File: src/rtl/vram_arbiter.sv
// Single-port VRAM arbiter: one-cycle video fetch strobes (with a one-deep pending
// slot) take priority over level-handshaked CPU reads/writes.
module vram_arbiter #(
  parameter int AW = 10,
  parameter int DW = 8
) (
  input  logic          clk,
  input  logic          reset,
  input  logic          vid_req,
  input  logic [AW-1:0] vid_addr,
  output logic [DW-1:0] vid_data,
  output logic          vid_valid,
  output logic          vid_ovf,
  input  logic          cpu_req,
  input  logic          cpu_we,
  input  logic [AW-1:0] cpu_addr,
  input  logic [DW-1:0] cpu_wdata,
  output logic [DW-1:0] cpu_rdata,
  output logic          cpu_ack,
  output logic          cpu_ready,
  output logic [AW-1:0] ram_addr,
  output logic          ram_we,
  output logic [DW-1:0] ram_wdata,
  input  logic [DW-1:0] ram_rdata
);

  localparam logic [2:0] IDLE  = 3'd0;
  localparam logic [2:0] V_ISS = 3'd1;
  localparam logic [2:0] V_DAT = 3'd2;
  localparam logic [2:0] C_ISS = 3'd3;
  localparam logic [2:0] C_DAT = 3'd4;

  logic [2:0]    r_state;
  logic          r_vid_pend;
  logic [AW-1:0] r_vid_addr_q;
  logic          r_cpu_we;
  logic          r_vid_done;
  logic          r_cpu_done;
  logic          w_vid_go;
  logic          w_cpu_go;

  assign cpu_ready = ~(cpu_req & ~cpu_ack);

  // A CPU grant waits until the previous result has been delivered; this also
  // keeps a still-held cpu_req from restarting before its ack is seen.
  always_comb begin
    w_vid_go = 1'b0;
    w_cpu_go = 1'b0;
    if (r_state == IDLE) begin
      w_vid_go = r_vid_pend | vid_req;
      w_cpu_go = ~w_vid_go & ~cpu_ready & ~r_vid_done & ~r_cpu_done;
    end
  end

  always_ff @(posedge clk) begin
    if (reset) begin
      r_state      <= IDLE;
      r_vid_pend   <= 1'b0;
      r_vid_addr_q <= '0;
      r_cpu_we     <= 1'b0;
      r_vid_done   <= 1'b0;
      r_cpu_done   <= 1'b0;
      vid_data     <= '0;
      vid_valid    <= 1'b0;
      vid_ovf      <= 1'b0;
      cpu_rdata    <= '0;
      cpu_ack      <= 1'b0;
      ram_addr     <= '0;
      ram_we       <= 1'b0;
      ram_wdata    <= '0;
    end else begin
      r_vid_done <= 1'b0;
      r_cpu_done <= 1'b0;
      vid_valid  <= r_vid_done;
      cpu_ack    <= r_cpu_done;
      ram_we     <= 1'b0;

      if (vid_req) begin
        r_vid_addr_q <= vid_addr;
        if (r_vid_pend && !w_vid_go)
          vid_ovf <= 1'b1;
      end

      // An issuing pending request is replaced by a coincident new strobe.
      if (w_vid_go)
        r_vid_pend <= r_vid_pend & vid_req;
      else if (vid_req)
        r_vid_pend <= 1'b1;

      case (r_state)
        IDLE: begin
          if (w_vid_go) begin
            r_state  <= V_ISS;
            ram_addr <= r_vid_pend ? r_vid_addr_q : vid_addr;
          end else if (w_cpu_go) begin
            r_state   <= C_ISS;
            ram_addr  <= cpu_addr;
            ram_wdata <= cpu_wdata;
            r_cpu_we  <= cpu_we;
          end
        end
        V_ISS: r_state <= V_DAT;
        C_ISS: begin
          r_state <= C_DAT;
          ram_we  <= r_cpu_we;
        end
        V_DAT: begin
          vid_data   <= ram_rdata;
          r_vid_done <= 1'b1;
          r_state    <= IDLE;
        end
        C_DAT: begin
          if (!r_cpu_we)
            cpu_rdata <= ram_rdata;
          r_cpu_done <= 1'b1;
          r_state    <= IDLE;
        end
        default: r_state <= IDLE;
      endcase
    end
  end

endmodule

File: config.mk
export PLATFORM = sky130hd
export DESIGN_NAME = vram_arbiter
export DESIGN_NICKNAME = d
export VERILOG_FILES = /design/src/rtl/vram_arbiter.sv
export SDC_FILE = /design/constraint.sdc
export NUM_CORES = 1
export LEC_CHECK = 0
export ABC_CLOCK_PERIOD_IN_PS = 2400
export BUFFER_PORTS_ARGS = -buffer_cell sky130_fd_sc_hd__clkbuf_2
export CELL_PAD_IN_SITES_DETAIL_PLACEMENT = 1
export CELL_PAD_IN_SITES_GLOBAL_PLACEMENT = 2
export CORE_AREA = 2 2 118 74
export CTS_CLUSTER_SIZE = 10
export DETAILED_ROUTE_END_ITERATION = 7
export DIE_AREA = 0 0 120 76
export PLACE_DENSITY = 0.72
export SYNTH_ARGS = -nofsm -noshare
export SYNTH_HDL_FRONTEND = slang
export SYNTH_SLANG_ARGS = --single-unit
export TNS_END_PERCENT = 1
File: constraint.sdc
create_clock -name clk -period 2.4 [get_ports clk]
set_clock_uncertainty 0.2 [all_clocks]
set_input_delay 0.12 -clock clk [delete_from_list [all_inputs] [get_ports clk]]
set_output_delay 0.12 -clock clk [all_outputs]
set_load 0.01 [all_outputs]
==> flow_summary.json, run 1 <==
{
  "outcome": "finished, final reports clean",
  "period_needed_ns": 2.18,
  "peakVddDrop_mv": 0.258,
  "clock_latency_ns": 0.29,
  "synthArstFlopShare": 0,
  "io_buffers": 79,
  "required_ns": 2.43,
  "fp.dieArea_um2": 9120,
  "synthSimpleGateAreaFrac": 0.202,
  "cts_max_level": 2,
  "drt_pass1_iterations": 4,
  "clockRootBuffer": "clkbuf_16",
  "hp-class": "in -> reg",
  "post-route-period-util": 0.910,
  "powerDensity_nw_per_um2": 707,
  "wire_per_inst_um": 13.7,
  "initial_utilization": 0.261,
  "grt_use_met3": 0.0494,
  "ant_nets": 0,
  "p_leak_uw": 0.00134,
  "final_nets": 387,
  "relSlewSlack": 0.692,
  "grt_overflow_total": 0,
  "pin_count": 80,
  "synthTopCellsByCount": "dfxtp_1, nand2_1, nor2_1, a21oi_1, mux2i_1",
  "ys_warn_count": 0,
  "postCtsSetupRepairBufs": 0,
  "antenna_found_initial": 0,
  "syn-num-nets": 282,
  "synth_top_family_by_area": "simple AND/OR/NAND/NOR gates",
  "grt_max_degree": 28,
  "synth_edf_count": 0,
  "start_kind": "flop",
  "synth_top_area_frac": 0.516,
  "slowest_stage": "dlygate4sd3_1",
  "syn_inst": 241,
  "synthMuxAreaShare": 0.0845,
  "cts_tree": "yes",
  "grt_util_met1": 0.210,
  "clkSlewWorstSetupHoldPaths_ns": 0.07,
  "cap_violations": 0,
  "instances_no_fill": 459,
  "syn2layout_area_growth_pct": 45.2,
  "cp.arrival_ns": 2.22,
  "use_met2": 0.205,
  "synth-adder-area-share": 0,
  "stdcell_area_um2": 3100,
  "grt_pass1_vias": 2109,
  "synth.avg_cell_area_um2": 8.85,
  "drtIter0Drc": 62,
  "dp_hpwl_um": 4480,
  "dp.cells": 422,
  "setup_viol": 0,
  "report.final.slew_viol_count": 0,
  "cts_buffers": 5,
  "synthTopCellsByArea": "dfxtp_1, mux2i_1, nand2_1",
  "max_stage_delay_ns": 0.55,
  "fin_util": 0.379,
  "finalSetupTns_ns": 0,
  "antennaDiodeCount": 0,
  "ys_types": 29,
  "clock_tree.buffer_depth": 2,
  "fp.dieH_um": 76,
  "place_worst_setup_slack_ns": 0.625,
  "grt_busiest_layer": "met1",
  "post-synth-top-count-cell": "dfxtp_1",
  "die_w_um": 120,
  "worstMarginPinSlew_ns": 0.460,
  "fin_ws_ns": 0.216,
  "core_um2": 8170,
  "synth_top_area_cell": "dfxtp_1",
  "rsz0062_at_grt": "false",
  "worst-setup-path-type": "reg -> reg",
  "placed_cell_area_um2": 2640,
  "grtUsageTotal": 0.145,
  "drt-total-wl_um": 6310,
  "hold_violations": 0,
  "synth_ff_type": "dfxtp_1",
  "synth-compound-area-share": 0.159,
  "worstSetupEndpointType": "flop",
  "drcViolationCount": 0,
  "synth_xor_area_frac": 0,
  "grt_pass1_wl_um": 10600,
  "max_clock_freq_ghz": 0.458,
  "ys_ff_latch": 55,
  "path_cells": "nor4b_2, and3_2, nand2_1, a21oi_1, dlygate4sd3_1",
  "gp_congestion": 0.741,
  "drive_gt1_frac": 0.291,
  "ys_seq_area_frac": 0.516,
  "via_per_inst": 4.40,
  "cts.sinks": 55,
  "synth_area_um2": 2130,
  "num_rows": 26,
  "path_max_fanout": 9,
  "vias": 2019
}
## final timing paths
check	startpoint	end	slack, ns	cells after the start
worst min-delay path	cpu_addr[9]	ram_addr[9]	0.02	3
worst max register to register	cpu_ack	r_cpu_we	0.22	5
worst max-delay path	cpu_ack	r_cpu_we	0.22	5
worst min register to register	ram_wdata[4]	ram_wdata[4]	0.26	2
## sequential cells by signal, summed over array words and instances, names as in the netlist
name / flops
r_vid_addr_q: 10
ram_addr: 10
cpu_rdata: 8
ram_wdata: 8
vid_data: 8
r_state: 3
cpu_ack: 1
r_cpu_done: 1
r_cpu_we: 1
r_vid_done: 1
r_vid_pend: 1
ram_we: 1
vid_ovf: 1
vid_valid: 1
## logic make-up after synthesis
family,after synthesis
muxes,18
buffers and inverters,18
and+or+nand+nor,90
AOI/OAI and AO/OA,60
DFF,55
## stage by stage
stage | total power, uW | hold slack [ns]
finish | 2190 | 0.0174
global route | 2310 | 0.0501
global placement | 1410 | 0.148
floorplan | 1260 | 0.0560
detailed placement | 1420 | 0.155
CTS | 2230 | 0.0244
## worst max-delay path, delay by kind of cell (launching register included)
kind                   cells  cell delay [ns]
AO/OA/AOI/OAI              1             0.11
buffers and inverters      1             0.55
flip-flops                 1             0.33
AND/OR/NAND/NOR            3             0.94
## layer usage
metal	share of wire	vias to the layer above
met1	0.52	934
met5	0	-
met3	0.068	7
li1	-	1027
met2	0.41	51
met4	0.0090	0
## placed cells by master, fill, tap and decap left out, types with 2 or more instances in the layout
master / n
clkbuf_8: 2
clkbuf_16: 5
a21oi_1: 19
dfxtp_1: 55
o22ai_1: 9
o21bai_1: 9
or2_2: 2
nor2_1: 23
dlygate4sd3_1: 29
nand2_1: 36
buf_4: 6
inv_1: 2
mux2i_1: 18
or3_4: 2
o21ai_1: 9
clkbuf_2: 79
o21ai_0: 12
nor3_1: 3
nand3_1: 2
nor2b_1: 13
## where the power goes
part	switching (uW)	internal, uW	leakage (uW)	total, uW
registers	45.1	981	0.000449	1030
logic	210	193	0.000809	403
clock network	316	445	0.0000772	761
total	571	1620	0.00134	2190
## what timing repair did
item	CTS	global route
gates resized for setup	0	2
hold buffers	29	0
endpoints found under the hold margin	50	0
endpoints found under the setup margin	0	1
## cell type report
type / count / area (um2)
fillers: 970 / 5070
well taps: 112 / 140
repair buffers: 114 / 731
flip-flops and latches: 55 / 1100
multi-input cells: 168 / 961
inverters: 2 / 7.51
clock buffers: 8 / 156
Note: power is estimated with default switching activity, not from simulation.
==> inputs of run 2 (changes only) <==
--- a/config.mk
+++ b/config.mk
@@ -13,7 +13,7 @@
 export CTS_CLUSTER_SIZE = 10
 export DETAILED_ROUTE_END_ITERATION = 7
 export DIE_AREA = 0 0 120 76
-export PLACE_DENSITY = 0.72
+export PLACE_DENSITY_LB_ADDON = 0.25
 export SYNTH_ARGS = -nofsm -noshare
 export SYNTH_HDL_FRONTEND = slang
 export SYNTH_SLANG_ARGS = --single-unit
==> flow_summary.json, run 2 (synthesis results as in run 1) <==
{
  "pin_count": 80,
  "drcViolationCount": 0,
  "vias": 2047,
  "hold_depth": 4,
  "cap_violations": 0,
  "post-route-period-util": 0.739,
  "clkSlewWorstSetupHoldPaths_ns": 0.07,
  "core_um2": 8170,
  "regArea_um2": 1100,
  "clock_latency_ns": 0.29,
  "max_clock_freq_ghz": 0.563,
  "worstSetupEndpointType": "flop",
  "hp-class": "in -> reg",
  "setup_viol": 0,
  "rsz0062_at_grt": "false",
  "period_needed_ns": 1.77,
  "antennaDiodeCount": 0,
  "fp.dieArea_um2": 9120,
  "cp.arrival_ns": 1.79,
  "drive_gt1_frac": 0.287,
  "grt_max_degree": 22,
  "io_buffers": 79,
  "fin_ws_ns": 0.625,
  "postCtsSetupRepairBufs": 0,
  "drt_pass1_iterations": 4,
  "final_nets": 385,
  "r2r_cells": 4,
  "start_kind": "flop",
  "syn2layout_area_growth_pct": 44.0,
  "powerDensity_nw_per_um2": 720,
  "dp_hpwl_um": 4800,
  "fillers": 990,
  "wire_per_inst_um": 14.7,
  "path_max_fanout": 9,
  "initial_utilization": 0.261,
  "num_rows": 26,
  "peakVddDrop_mv": 0.244,
  "fp.dieH_um": 76,
  "clockRootBuffer": "clkbuf_16",
  "antenna_found_initial": 0,
  "drt-total-wl_um": 6740,
  "final_common_cell": "clkbuf_2",
  "cts_max_level": 2,
  "holdPathEnd": "ram_addr[5]",
  "grt_pass1_wl_um": 10800,
  "cts.sinks": 55,
  "finalSetupTns_ns": 0,
  "grtUsageTotal": 0.152,
  "report.final.slew_viol_count": 0,
  "via_per_inst": 4.48,
  "ant_nets": 0,
  "cts_tree": "yes",
  "finalPower_uw": 2210,
  "worst-setup-path-type": "reg -> reg",
  "place_worst_setup_slack_ns": 0.626,
  "relSlewSlack": 0.718,
  "final_cell_mix": "clkbuf_2, dfxtp_1, nand2_1, dlygate4sd3_1, nor2_1",
  "r2r_end": "ram_wdata[1]",
  "grt_pass1_vias": 2043,
  "hold_violations": 0,
  "die_w_um": 120,
  "grt_overflow_total": 0,
  "multi_input_area_um2": 955,
  "p_leak_uw": 0.00132,
  "reg_top3": "r_vid_addr_q: 10 flops, ram_addr: 10 flops",
  "cts_buffers": 5,
  "gp_congestion": 0.809,
  "worstMarginPinSlew_ns": 0.423,
  "drtIter0Drc": 91,
  "crit-reg2reg-launch": "cpu_ack",
  "rrSetupSlack_ns": 0.63,
  "outcome": "finished, final reports clean",
  "min_from": "cpu_addr[5]",
  "whs_ns": 0.0482,
  "required_ns": 2.42,
  "clock_tree.buffer_depth": 2
}
==> run 2: changes by cell type in the layout (fill, tap and decap cells not counted), sizes merged <==
cell	change
dlygate4sd3	-2
==> run 2: timing repair <==
item,in CTS,in global routing
hold endpoints to repair,44,0
resized for setup,0,0
hold buffers,27,0
==> run 2: worst max path at each step <==
stage	slack (ns)	depth (start not counted)	to	from
after floorplan	0.75	5	cpu_rdata[0]	r_state[2]
after global placement	0.65	4	r_cpu_we	cpu_ack
after detailed placement	0.63	4	r_cpu_we	cpu_ack
after CTS	0.61	4	ram_wdata[1]	cpu_ack
after global routing	0.43	4	ram_wdata[1]	cpu_ack
final	0.63	4	ram_wdata[1]	cpu_ack
==> run 2: critical path, stage by stage, from the launching register on <==
cell and delay (ns):
dfxtp_1 0.33, nor4b_2 0.44, and3_1 0.49, nand2_1 0.10
a21oi_1 0.14
==> run 2: report_power, final <==
| part | switching [uW] | internal, uW | total, uW |
|---|---|---|---|
| logic | 220 | 190 | 410 |
| clock network | 332 | 446 | 778 |
| registers | 41.8 | 981 | 1020 |
| total | 594 | 1620 | 2210 |
==> run 2: metrics by stage <==
stage          area, um2   util  instances
2_1_floorplan       2130      -        241
3_3_place_gp        2640  0.324        422
3_5_place_dp        2640  0.324        422
4_1_cts             3070  0.376        457
5_1_grt             3070  0.376        457
6_report            3070  0.376        457
==> run 2: layout make-up <==
type / instances / area share
multi-input cells: 168 / 0.311
inverters: 2 / 0.00244
well taps: 112 / 0.0456
repair buffers: 112 / 0.231
clock buffers: 8 / 0.0509
flip-flops and latches: 55 / 0.359
==> run 2: per-layer routing <==
metal	share of wire	routed length [um]	track usage	vias to the layer above
met1	0.55	3700	0.235	961
met5	0	0	0	-
met4	0.0025	17	0.0282	0
li1	-	-	-	1029
met3	0.061	414	0.0397	2
met2	0.39	2600	0.211	55
==> inputs of run 3 (changes only) <==
--- a/config.mk
+++ b/config.mk
@@ -5,7 +5,7 @@
 export SDC_FILE = /design/constraint.sdc
 export NUM_CORES = 1
 export LEC_CHECK = 0
-export ABC_CLOCK_PERIOD_IN_PS = 2400
+export ABC_CLOCK_PERIOD_IN_PS = 1800
 export BUFFER_PORTS_ARGS = -buffer_cell sky130_fd_sc_hd__clkbuf_2
 export CELL_PAD_IN_SITES_DETAIL_PLACEMENT = 1
 export CELL_PAD_IN_SITES_GLOBAL_PLACEMENT = 2
==> constraint.sdc (replaced) <==
create_clock -name clk -period 1.8 [get_ports clk]
set_clock_uncertainty 0.2 [all_clocks]
set_input_delay 0.09 -clock clk [delete_from_list [all_inputs] [get_ports clk]]
set_output_delay 0.09 -clock clk [all_outputs]
set_load 0.01 [all_outputs]
==> flow_summary.json, run 3 (synthesis results as in run 1) <==
{
  "outcome": "finished, final reports clean",
  "stdcell_area_um2": 3130,
  "die_w_um": 120,
  "peakVddDrop_mv": 0.309,
  "clockRootBuffer": "clkbuf_16",
  "reg_top3": "r_vid_addr_q: 10 flops, ram_addr: 10 flops",
  "cts.sinks": 55,
  "num_rows": 26,
  "max_clock_freq_ghz": 0.591,
  "io_buffers": 79,
  "cap_violations": 0,
  "required_ns": 1.76,
  "rsz0062_at_grt": "false",
  "slowest_stage": "or3b_1",
  "path_max_fanout": 8,
  "hp-class": "in -> reg",
  "grt_overflow_total": 0,
  "ant_nets": 0,
  "setup_viol": 0,
  "finalSetupTns_ns": 0,
  "pin_count": 80,
  "final_common_cell": "clkbuf_2",
  "initial_utilization": 0.261,
  "drcViolationCount": 0,
  "clkSlewWorstSetupHoldPaths_ns": 0.07,
  "core_um2": 8170,
  "antenna_found_initial": 0,
  "fp.dieH_um": 76,
  "period_needed_ns": 1.69,
  "cp.arrival_ns": 1.66,
  "dp_hpwl_um": 4710,
  "worstSetupEndpointType": "flop",
  "powerDensity_nw_per_um2": 948,
  "fp.dieArea_um2": 9120,
  "wire_per_inst_um": 14.1,
  "syn2layout_area_growth_pct": 46.7,
  "fin_util": 0.383,
  "cts_buffers": 5,
  "max_stage_delay_ns": 0.45,
  "cts_tree": "yes",
  "grt_max_degree": 35,
  "relSlewSlack": 0.743,
  "crit_family": "simple AND/OR/NAND/NOR gates",
  "grt_pass1_vias": 1990,
  "via_per_inst": 4.36,
  "grtUsageTotal": 0.146,
  "grt_pass1_wl_um": 10400,
  "clock_tree.buffer_depth": 2,
  "gp_congestion": 0.754,
  "final_cell_mix": "clkbuf_2, dfxtp_1, nand2_1, dlygate4sd3_1, nor2_1",
  "worstMarginPinSlew_ns": 0.386,
  "final_nets": 390,
  "drtIter0Drc": 73,
  "drive_gt1_frac": 0.306,
  "clock_latency_ns": 0.29,
  "path_cells": "or3b_1, or2_2, nand2_1, a21oi_1",
  "placed_cell_area_um2": 2680,
  "post-route-period-util": 0.941,
  "worst-setup-path-type": "reg -> reg",
  "fillers": 979,
  "drt-total-wl_um": 6530,
  "antennaDiodeCount": 0,
  "cts_max_level": 2,
  "path_buf_inv": 0,
  "drt_pass1_iterations": 4,
  "hold_violations": 0,
  "rrSetupSlack_ns": 0.11,
  "p_leak_uw": 0.00136,
  "report.final.slew_viol_count": 0,
  "start_kind": "flop",
  "vias": 2014
}
run 3: stage by stage:
stage	total power, uW	std cells	setup slack, ns	hold WS (ns)
after floorplan	1680	241	0.152	0.0260
after global placement	1920	427	0.0381	0.122
after detailed placement	1920	427	0.0753	0.129
after CTS	3010	462	0.0449	0.0131
after global routing	3150	462	0.0106	0.0319
final	2960	462	0.107	0.0267
run 3: where the power goes:
part	switching (uW)	internal [uW]	leakage [uW]
combinational	307	276	0.000831
sequential	54.5	1310	0.000449
clock	424	594	0.0000772
total	785	2180	0.00136
run 3: worst paths after layout:
kind / startpoint / endpoint / cells past startpoint
worst max register to register: r_state[0] / cpu_rdata[2] / 4
worst min register to register: cpu_rdata[4] / cpu_rdata[4] / 2
worst max-delay path: r_state[0] / cpu_rdata[2] / 4
worst min-delay path: reset / r_state[0] / 3
run 3: area by class of cell:
cell class | count | area (um2) | area share
multi-input combinational | 168 | 975 | 0.312
timing repair buffer | 117 | 748 | 0.239
clock buffer | 8 | 156 | 0.0500
tap | 112 | 140 | 0.0448
sequential | 55 | 1100 | 0.352
inverter | 2 | 7.51 | 0.00240
run 3: what timing repair did:
item	CTS	global route
setup buffers	0	0
gates resized for setup	0	4
hold endpoints to repair	44	0
hold buffers	27	0
endpoints found under the setup margin	0	19
run 3: worst min-delay path: cells and delay by family:
family,cells,cell delay [ns]
buffers and inverters,2,0.17
and+or+nand+nor,1,0.20
run 3: metal layers:
layer  routed length, um  part of all wire  global-route usage  vias up
met2                2550              0.39               0.199       48
met4                   0                 0              0.0247        0
met3                 311             0.048              0.0382        0
li1                    -                 -                   -     1032
met5                   0                 0                   0        -
met1                3670              0.56               0.229      934
